File: config.mk
export PLATFORM = sky130hd
export DESIGN_NAME = vga_timing_gen_flat
export DESIGN_NICKNAME = d
export VERILOG_FILES = /design/src/rtl/vga_timing_pkg.sv /design/src/rtl/vga_timing_gen_if.sv /design/src/rtl/vga_axis_counter.sv /design/src/rtl/vga_timing_gen.sv /design/src/flat_wrapper.sv
export SDC_FILE = /design/constraint.sdc
export NUM_CORES = 1
export LEC_CHECK = 0
export CAP_MARGIN = 25
export CORE_UTILIZATION = 35
export DETAILED_ROUTE_END_ITERATION = 16
export PLACE_DENSITY = 0.62
export SLEW_MARGIN = 5
export SYNTH_ARGS = -nofsm -noshare
export SYNTH_HDL_FRONTEND = slang
export SYNTH_SLANG_ARGS = --single-unit
File: constraint.sdc
create_clock -name CLK_100MHz -period 3.5 [get_ports CLK_100MHz]
set_input_delay 0.35 -clock CLK_100MHz [delete_from_list [all_inputs] [get_ports CLK_100MHz]]
set_output_delay 0.35 -clock CLK_100MHz [all_outputs]
set_load 0.01 [all_outputs]
File: src/rtl/vga_timing_pkg.sv
// Shared constants and types for the VGA timing generator.
// Defaults describe 800x600@72 Hz at a 50 MHz pixel rate from a 100 MHz clock.
package vga_timing_pkg;

    localparam int unsigned COORD_W = 11;

    localparam int unsigned DEF_CLK_DIV   = 2;
    localparam int unsigned DEF_H_VISIBLE = 800;
    localparam int unsigned DEF_H_FRONT   = 56;
    localparam int unsigned DEF_H_SYNC    = 120;
    localparam int unsigned DEF_H_BACK    = 64;
    localparam int unsigned DEF_V_VISIBLE = 600;
    localparam int unsigned DEF_V_FRONT   = 37;
    localparam int unsigned DEF_V_SYNC    = 6;
    localparam int unsigned DEF_V_BACK    = 23;

    localparam int unsigned H_TOTAL = DEF_H_VISIBLE + DEF_H_FRONT + DEF_H_SYNC + DEF_H_BACK;
    localparam int unsigned V_TOTAL = DEF_V_VISIBLE + DEF_V_FRONT + DEF_V_SYNC + DEF_V_BACK;

    typedef logic [COORD_W-1:0] coord_t;

    typedef struct packed {
        logic [3:0] red;
        logic [3:0] green;
        logic [3:0] blue;
    } rgb444_t;

endpackage

File: src/rtl/vga_timing_gen_if.sv
// Client-facing bundle: coordinates/blanking out to the colour client, RGB back.
interface vga_timing_gen_if;
    import vga_timing_pkg::*;

    coord_t     CurrentX;
    coord_t     CurrentY;
    logic       HBlank;
    logic       VBlank;
    logic       PixelTick;
    logic       FrameStart;
    logic [3:0] RED_IN;
    logic [3:0] GREEN_IN;
    logic [3:0] BLUE_IN;

    modport master (
        output CurrentX, CurrentY, HBlank, VBlank, PixelTick, FrameStart,
        input  RED_IN, GREEN_IN, BLUE_IN
    );

    modport slave (
        input  CurrentX, CurrentY, HBlank, VBlank, PixelTick, FrameStart,
        output RED_IN, GREEN_IN, BLUE_IN
    );

endinterface

File: src/rtl/vga_axis_counter.sv
// One display axis: position counter with registered blank and sync decode.
// blank/sync_raw are computed from the next count so they always match count.
module vga_axis_counter import vga_timing_pkg::*; #(
    parameter int unsigned VISIBLE = DEF_H_VISIBLE,
    parameter int unsigned FRONT   = DEF_H_FRONT,
    parameter int unsigned SYNC    = DEF_H_SYNC,
    parameter int unsigned BACK    = DEF_H_BACK
) (
    input  logic   clk,
    input  logic   rst,
    input  logic   enable,
    output coord_t count,
    output logic   blank,
    output logic   sync_raw,
    output logic   wrap_c
);

    localparam int unsigned TOTAL      = VISIBLE + FRONT + SYNC + BACK;
    localparam coord_t      LAST       = COORD_W'(TOTAL - 1);
    localparam coord_t      VIS_END    = COORD_W'(VISIBLE);
    localparam coord_t      SYNC_START = COORD_W'(VISIBLE + FRONT);
    localparam coord_t      SYNC_END   = COORD_W'(VISIBLE + FRONT + SYNC);

    coord_t count_q, count_d;
    logic   blank_q, blank_d;
    logic   sync_q, sync_d;

    always_comb begin
        count_d = count_q;
        wrap_c  = enable && (count_q == LAST);
        if (enable) begin
            count_d = wrap_c ? '0 : count_q + COORD_W'(1);
        end
        blank_d = (count_d >= VIS_END);
        sync_d  = (count_d >= SYNC_START) && (count_d < SYNC_END);
    end

    always_ff @(posedge clk) begin
        if (rst) begin
            count_q <= '0;
            blank_q <= 1'b0;
            sync_q  <= 1'b0;
        end else begin
            count_q <= count_d;
            blank_q <= blank_d;
            sync_q  <= sync_d;
        end
    end

    assign count    = count_q;
    assign blank    = blank_q;
    assign sync_raw = sync_q;

endmodule

File: src/rtl/vga_timing_gen.sv
// VGA timing generator: pixel prescaler, H/V counters, frame pulse and the
// registered pin stage that blanks client RGB and aligns sync with it.
module vga_timing_gen import vga_timing_pkg::*; #(
    parameter int unsigned CLK_DIV   = DEF_CLK_DIV,
    parameter int unsigned H_VISIBLE = DEF_H_VISIBLE,
    parameter int unsigned H_FRONT   = DEF_H_FRONT,
    parameter int unsigned H_SYNC    = DEF_H_SYNC,
    parameter int unsigned H_BACK    = DEF_H_BACK,
    parameter int unsigned V_VISIBLE = DEF_V_VISIBLE,
    parameter int unsigned V_FRONT   = DEF_V_FRONT,
    parameter int unsigned V_SYNC    = DEF_V_SYNC,
    parameter int unsigned V_BACK    = DEF_V_BACK,
    parameter bit          SYNC_POL  = 1'b1
) (
    input  logic              CLK_100MHz,
    input  logic              RESET,
    vga_timing_gen_if.master  cli,
    output logic [3:0]        VGA_RED,
    output logic [3:0]        VGA_GREEN,
    output logic [3:0]        VGA_BLUE,
    output logic              VGA_HS,
    output logic              VGA_VS
);

    localparam int unsigned      DIV_W    = (CLK_DIV > 1) ? $clog2(CLK_DIV) : 1;
    localparam logic [DIV_W-1:0] DIV_LAST = DIV_W'(CLK_DIV - 1);

    logic [DIV_W-1:0] div_q, div_d;
    logic             tick_q, tick_d;
    logic             frame_start_q, frame_start_d;
    rgb444_t          rgb_q, rgb_d;
    logic             hs_q, hs_d;
    logic             vs_q, vs_d;

    coord_t h_count, v_count;
    logic   h_blank, v_blank, h_sync_raw, v_sync_raw, h_wrap_c, v_wrap_c;

    vga_axis_counter #(
        .VISIBLE (H_VISIBLE), .FRONT (H_FRONT), .SYNC (H_SYNC), .BACK (H_BACK)
    ) u_h_counter (
        .clk      (CLK_100MHz),
        .rst      (RESET),
        .enable   (tick_q),
        .count    (h_count),
        .blank    (h_blank),
        .sync_raw (h_sync_raw),
        .wrap_c   (h_wrap_c)
    );

    vga_axis_counter #(
        .VISIBLE (V_VISIBLE), .FRONT (V_FRONT), .SYNC (V_SYNC), .BACK (V_BACK)
    ) u_v_counter (
        .clk      (CLK_100MHz),
        .rst      (RESET),
        .enable   (h_wrap_c && tick_q),
        .count    (v_count),
        .blank    (v_blank),
        .sync_raw (v_sync_raw),
        .wrap_c   (v_wrap_c)
    );

    // Flag the tick of pixel (0,0); if the counters move this edge, (0,0) is next only on a full wrap.
    always_comb begin
        div_d  = (div_q == DIV_LAST) ? '0 : div_q + DIV_W'(1);
        tick_d = (div_d == DIV_LAST);
        if (tick_q) begin
            frame_start_d = tick_d && h_wrap_c && v_wrap_c;
        end else begin
            frame_start_d = tick_d && (h_count == '0) && (v_count == '0);
        end

        rgb_d = rgb_q;
        hs_d  = hs_q;
        vs_d  = vs_q;
        if (tick_q) begin
            rgb_d = (h_blank || v_blank) ? '0 : {cli.RED_IN, cli.GREEN_IN, cli.BLUE_IN};
            hs_d  = h_sync_raw ? SYNC_POL : !SYNC_POL;
            vs_d  = v_sync_raw ? SYNC_POL : !SYNC_POL;
        end
    end

    always_ff @(posedge CLK_100MHz) begin
        if (RESET) begin
            div_q         <= '0;
            tick_q        <= 1'b0;
            frame_start_q <= 1'b0;
            rgb_q         <= '0;
            hs_q          <= !SYNC_POL;
            vs_q          <= !SYNC_POL;
        end else begin
            div_q         <= div_d;
            tick_q        <= tick_d;
            frame_start_q <= frame_start_d;
            rgb_q         <= rgb_d;
            hs_q          <= hs_d;
            vs_q          <= vs_d;
        end
    end

    assign cli.CurrentX   = h_count;
    assign cli.CurrentY   = v_count;
    assign cli.HBlank     = h_blank;
    assign cli.VBlank     = v_blank;
    assign cli.PixelTick  = tick_q;
    assign cli.FrameStart = frame_start_q;

    assign VGA_RED   = rgb_q.red;
    assign VGA_GREEN = rgb_q.green;
    assign VGA_BLUE  = rgb_q.blue;
    assign VGA_HS    = hs_q;
    assign VGA_VS    = vs_q;

endmodule

File: src/flat_wrapper.sv
// flat-port wrapper written by rule: the top's interface ports become plain ports
module vga_timing_gen_flat import vga_timing_pkg::*;
#(
    parameter int unsigned CLK_DIV   = DEF_CLK_DIV,
    parameter int unsigned H_VISIBLE = DEF_H_VISIBLE,
    parameter int unsigned H_FRONT   = DEF_H_FRONT,
    parameter int unsigned H_SYNC    = DEF_H_SYNC,
    parameter int unsigned H_BACK    = DEF_H_BACK,
    parameter int unsigned V_VISIBLE = DEF_V_VISIBLE,
    parameter int unsigned V_FRONT   = DEF_V_FRONT,
    parameter int unsigned V_SYNC    = DEF_V_SYNC,
    parameter int unsigned V_BACK    = DEF_V_BACK,
    parameter bit          SYNC_POL  = 1'b1
)
  (CLK_100MHz, RESET, VGA_RED, VGA_GREEN, VGA_BLUE, VGA_HS, VGA_VS, cli_CurrentX, cli_CurrentY, cli_HBlank, cli_VBlank, cli_PixelTick, cli_FrameStart, cli_RED_IN, cli_GREEN_IN, cli_BLUE_IN);
  vga_timing_gen_if cli_i ();
  input  logic CLK_100MHz;
  input  logic RESET;
  output logic [3:0] VGA_RED;
  output logic [3:0] VGA_GREEN;
  output logic [3:0] VGA_BLUE;
  output logic VGA_HS;
  output logic VGA_VS;
  output wire logic [$bits(cli_i.CurrentX)-1:0] cli_CurrentX;
  output wire logic [$bits(cli_i.CurrentY)-1:0] cli_CurrentY;
  output wire logic [$bits(cli_i.HBlank)-1:0] cli_HBlank;
  output wire logic [$bits(cli_i.VBlank)-1:0] cli_VBlank;
  output wire logic [$bits(cli_i.PixelTick)-1:0] cli_PixelTick;
  output wire logic [$bits(cli_i.FrameStart)-1:0] cli_FrameStart;
  input wire logic [$bits(cli_i.RED_IN)-1:0] cli_RED_IN;
  input wire logic [$bits(cli_i.GREEN_IN)-1:0] cli_GREEN_IN;
  input wire logic [$bits(cli_i.BLUE_IN)-1:0] cli_BLUE_IN;
  assign cli_CurrentX = cli_i.CurrentX;
  assign cli_CurrentY = cli_i.CurrentY;
  assign cli_HBlank = cli_i.HBlank;
  assign cli_VBlank = cli_i.VBlank;
  assign cli_PixelTick = cli_i.PixelTick;
  assign cli_FrameStart = cli_i.FrameStart;
  assign cli_i.RED_IN = cli_RED_IN;
  assign cli_i.GREEN_IN = cli_GREEN_IN;
  assign cli_i.BLUE_IN = cli_BLUE_IN;
  vga_timing_gen #(.CLK_DIV(CLK_DIV), .H_VISIBLE(H_VISIBLE), .H_FRONT(H_FRONT), .H_SYNC(H_SYNC), .H_BACK(H_BACK), .V_VISIBLE(V_VISIBLE), .V_FRONT(V_FRONT), .V_SYNC(V_SYNC), .V_BACK(V_BACK), .SYNC_POL(SYNC_POL)) u_core (.CLK_100MHz(CLK_100MHz), .RESET(RESET), .cli(cli_i), .VGA_RED(VGA_RED), .VGA_GREEN(VGA_GREEN), .VGA_BLUE(VGA_BLUE), .VGA_HS(VGA_HS), .VGA_VS(VGA_VS));
endmodule
==> impl_metrics.prom <==
# TYPE chip_impl_metric gauge
chip_impl_metric{name="share_comb_of_total_power",unit="%"} 9.7
chip_impl_metric{name="clkTransAtPathRegs",unit="ps"} 90
chip_impl_metric{name="synthesis.area",unit="um2"} 2270
chip_impl_metric{name="drcViolationCount",unit=""} 0
chip_impl_metric{name="report.final.setup_viol",unit=""} 0
chip_impl_metric{name="chipHeight",unit="um"} 82.5
chip_impl_metric{name="mean_cell_area_of_the_mapped_netlist",unit="um2"} 8.25
chip_impl_metric{name="timing.final.crit_period",unit="ps"} 2770
chip_impl_metric{name="slew_viol_final",unit=""} 0
chip_impl_metric{name="ys_warn_count",unit=""} 0
chip_impl_metric{name="placement.io_buffers",unit=""} 53
chip_impl_metric{name="yosys.area.top_type_share",unit="%"} 37.1
chip_impl_info{name="hold_class",value="reg2reg"} 1
chip_impl_metric{name="core",unit="um2"} 6100
chip_impl_metric{name="period_share",unit="%"} 79.1
chip_impl_info{name="yosys_most_used_dff",value="dfxtp_1"} 1
chip_impl_info{name="run_status",value="completed"} 1
chip_impl_info{name="tritoncts",value="built"} 1
chip_impl_metric{name="multi_input_area",unit="um2"} 1290
chip_impl_metric{name="intPower",unit="W"} 0.000756
chip_impl_metric{name="route.vias.total",unit=""} 2119
chip_impl_metric{name="power_leakage",unit="nW"} 1.04
chip_impl_metric{name="synthToLayoutAreaGrowth",unit="%"} 29.2
chip_impl_metric{name="track_usage",unit="%"} 16.9
chip_impl_metric{name="postRouteAntennaNets",unit=""} 0
chip_impl_info{name="yosysTopAreaCell",value="dfxtp_1"} 1
chip_impl_metric{name="clock_tree.buffer_depth",unit=""} 2
chip_impl_info{name="synth_area_leaders",value="dfxtp_1 (37%), a21oi_1 (6.6%), nor2_1 (5.0%), nor2b_1 (3.9%), xnor2_1 (3.1%)"} 1
chip_impl_metric{name="report.final.hold_viol_count",unit=""} 0
chip_impl_metric{name="num_antenna_cells",unit=""} 0
chip_impl_metric{name="die_area",unit="um2"} 6810
chip_impl_metric{name="clock_latency",unit="ps"} 290
chip_impl_metric{name="floorplan.initialDensity",unit="%"} 37.2
chip_impl_metric{name="ys_types",unit=""} 53
chip_impl_metric{name="post-route-worst-setup-slack",unit="ps"} 731
chip_impl_metric{name="grt_pass1_vias",unit=""} 1887
chip_impl_metric{name="post_cts_resized",unit=""} 0
chip_impl_metric{name="numClockSinks",unit=""} 42
chip_impl_metric{name="cts_htree_levels",unit=""} 2
chip_impl_metric{name="drtPass1Iterations",unit=""} 4
chip_impl_metric{name="postCtsSetupBuffers",unit=""} 0
chip_impl_metric{name="max_slew.worst_pin.slew",unit="ps"} 711
chip_impl_metric{name="hold_buffers",unit=""} 0
chip_impl_metric{name="critical_path_arrival",unit="ps"} 2990
chip_impl_metric{name="synth.ff_latch_count",unit=""} 42
chip_impl_metric{name="detail_route.vias_per_cell",unit=""} 5.36
chip_impl_metric{name="nFillCells",unit=""} 598
chip_impl_metric{name="fin_tns_setup",unit="ps"} 0
chip_impl_metric{name="max_clock_freq",unit="MHz"} 361
chip_impl_metric{name="grt_first_pass_wirelength",unit="mm"} 8.85
chip_impl_metric{name="crit_path_max_fanout",unit=""} 23
chip_impl_metric{name="ff_latch_area",unit="um2"} 841
chip_impl_info{name="clockRootBuffer",value="clkbuf_8"} 1
chip_impl_metric{name="worst_skew",unit="ps"} 9.26
chip_impl_metric{name="asyncSetResetFlopFracSynth",unit="%"} 0
chip_impl_metric{name="design.portCount",unit=""} 54
chip_impl_metric{name="synthesis.nets",unit=""} 294
chip_impl_metric{name="post-place-ws",unit="ps"} 775
chip_impl_metric{name="power.share.switching",unit="%"} 23.0
chip_impl_metric{name="detail_route.iter0.violations",unit=""} 89
chip_impl_metric{name="cts_buffers",unit=""} 5
chip_impl_metric{name="nets",unit=""} 338
chip_impl_metric{name="hpwlAfterDp",unit="mm"} 3.93
chip_impl_metric{name="overflow",unit=""} 0
chip_impl_metric{name="final_layout_size_suffix_gt1_share",unit="%"} 6.88
chip_impl_metric{name="detail_route.wirelength",unit="mm"} 5.52
chip_impl_metric{name="worst-endpoint-required",unit="ps"} 3720
chip_impl_metric{name="routedWlPerCell",unit="um"} 14.0
chip_impl_metric{name="power.ir.vdd_worst",unit="uV"} 172
chip_impl_info{name="crit_path_start_kind",value="flip-flop"} 1
chip_impl_metric{name="maxCapViolCount",unit=""} 0
chip_impl_metric{name="gpl.final_weighted_congestion",unit=""} 0.821
chip_impl_metric{name="die_width",unit="um"} 82.5
chip_impl_metric{name="antenna_violations_before_repair",unit=""} 0
chip_impl_metric{name="placementRows",unit=""} 28
chip_impl_metric{name="synth_edf_count",unit=""} 0
chip_impl_metric{name="maxSlewHeadroom",unit="%"} 52.5
chip_impl_metric{name="net_sw_power",unit="W"} 0.000226
chip_impl_metric{name="clock_power_share",unit="%"} 39.5
chip_impl_info{name="setup_repair_after_global_routing_missed_its_margin",value="no"} 1
chip_impl_metric{name="powerDensity",unit="nW/um2"} 335
chip_impl_metric{name="post_synth_inst_count",unit=""} 275
chip_impl_metric{name="power.share.sequential",unit="%"} 50.8
chip_impl_metric{name="synth_sequential_area_ratio",unit="%"} 37.1
chip_impl_info{name="critPathKind",value="reg2reg"} 1
chip_impl_info{name="endpoint_kind",value="flip-flop"} 1
chip_impl_metric{name="grt_start_max_net_pins",unit=""} 24
power by group through the flow:
stage          clock network, W  registers (W)  logic (W)
3_3_place_gp                  0       0.000510  0.0000962
5_1_grt                0.000421       0.000501   0.000104
3_5_place_dp                  0       0.000510  0.0000961
2_1_floorplan                 0       0.000515  0.0000397
6_report               0.000389       0.000499  0.0000953
4_1_cts                0.000401       0.000499  0.0000966
through the flow:
step / instances / utilization [%] / area, um2 / total power [W] / hold slack [ps]
finish: 395 / 48.1 / 2930 / 0.000983 / 474
global route: 395 / 48.1 / 2930 / 0.00103 / 507
CTS: 395 / 48.1 / 2930 / 0.000997 / 479
detailed placement: 387 / 46.2 / 2820 / 0.000606 / 457
global placement: 387 / 46.2 / 2820 / 0.000606 / 449
floorplan: 275 / - / 2270 / 0.000555 / 428
final cells by class:
class | count | share of cell area [%]
clock buffers | 5 | 2.35
clock inverters | 3 | 1.54
inverters | 9 | 1.15
multi-input cells | 204 | 44.0
flip-flops and latches | 42 | 28.7
well taps | 75 | 3.20
repair buffers | 57 | 19.1
kinds of logic (layout without fill, tap and decap cells):
family | count (synthesis) | in the layout | share of synthesized area (%)
compound gates | 60 | 60 | 16.9
xor+xnor | 12 | 12 | 4.63
mux | 4 | 4 | 1.82
simple gates | 123 | 123 | 30.7
flops | 42 | 42 | 37.1
buf+inv | 29 | 74 | 6.12
fa+ha+maj | 5 | 5 | 2.76
worst paths after layout:
path | from | endpoint | slack [ps] | depth (start not counted)
max | u_core.u_h_counter.count[0]$_SDFF_PP0_ | u_core.u_v_counter.sync_raw$_SDFF_PP0_ | 730 | 7
min | u_core.u_h_counter.sync_raw$_SDFF_PP0_ | u_core.VGA_HS$_SDFFE_PP0P_ | 470 | 2
max reg2reg | u_core.u_h_counter.count[0]$_SDFF_PP0_ | u_core.u_v_counter.sync_raw$_SDFF_PP0_ | 730 | 7
min reg2reg | u_core.u_h_counter.sync_raw$_SDFF_PP0_ | u_core.VGA_HS$_SDFFE_PP0P_ | 470 | 2
Yosys cell counts, drive strengths merged, types with 2 or more instances:
cell	n
dfxtp	42
a21oi	30
nor2	30
nand2	16
nor2b	14
nor3	11
o21ai	11
buf	10
clkbuf	10
nand3	10
inv	9
xnor2	8
and3	7
nand4	7
nor4	6
and4	5
ha	5
or4	4
xor2	4
and2	3
mux2i	3
a211o	2
a211oi	2
nor3b	2
nor4bb	2
o2111ai	2
o211ai	2
o31ai	2
flip-flops by register name (all words and copies together), names as in the netlist:
| register | cells |
|---|---|
| u_core.u_v_counter.sync_raw | 1 |
| u_core.VGA_RED | 4 |
| u_core.u_v_counter.count | 11 |
| u_core.u_h_counter.count | 11 |
| u_core.VGA_VS | 1 |
| u_core.VGA_GREEN | 4 |
| u_core.cli.FrameStart | 1 |
| u_core.VGA_BLUE | 4 |
| u_core.u_h_counter.sync_raw | 1 |
| u_core.u_h_counter.blank | 1 |
| u_core.u_v_counter.blank | 1 |
| u_core.VGA_HS | 1 |
| u_core.div_q | 1 |
placed cells by master, fill, tap and decap left out, drive strengths merged, types with 9 or more instances in the layout:
master / n
nand3: 10
a21oi: 30
nor2b: 14
inv: 9
dfxtp: 42
o21ai: 11
nand2: 16
nor2: 30
nor3: 11
clkdlybuf4s50: 53
layer usage:
layer | vias up | global-route usage (%) | part of all wire (%)
met2 | 68 | 27.6 | 46
met4 | 0 | 4.31 | 0.62
met5 | - | 0 | 0
met1 | 966 | 22.2 | 47
met3 | 4 | 4.29 | 6.3
li1 | 1081 | - | -
critical path, cell delays in order (launching register included):
cell and delay (ps):
dfxtp_1 420, ha_1 190, and4_1 380, nand4_2 510, o21ai_0 470, o2111ai_1 160, or4_1 410, a21oi_1 160
Note: power is estimated with default switching activity, not from simulation.
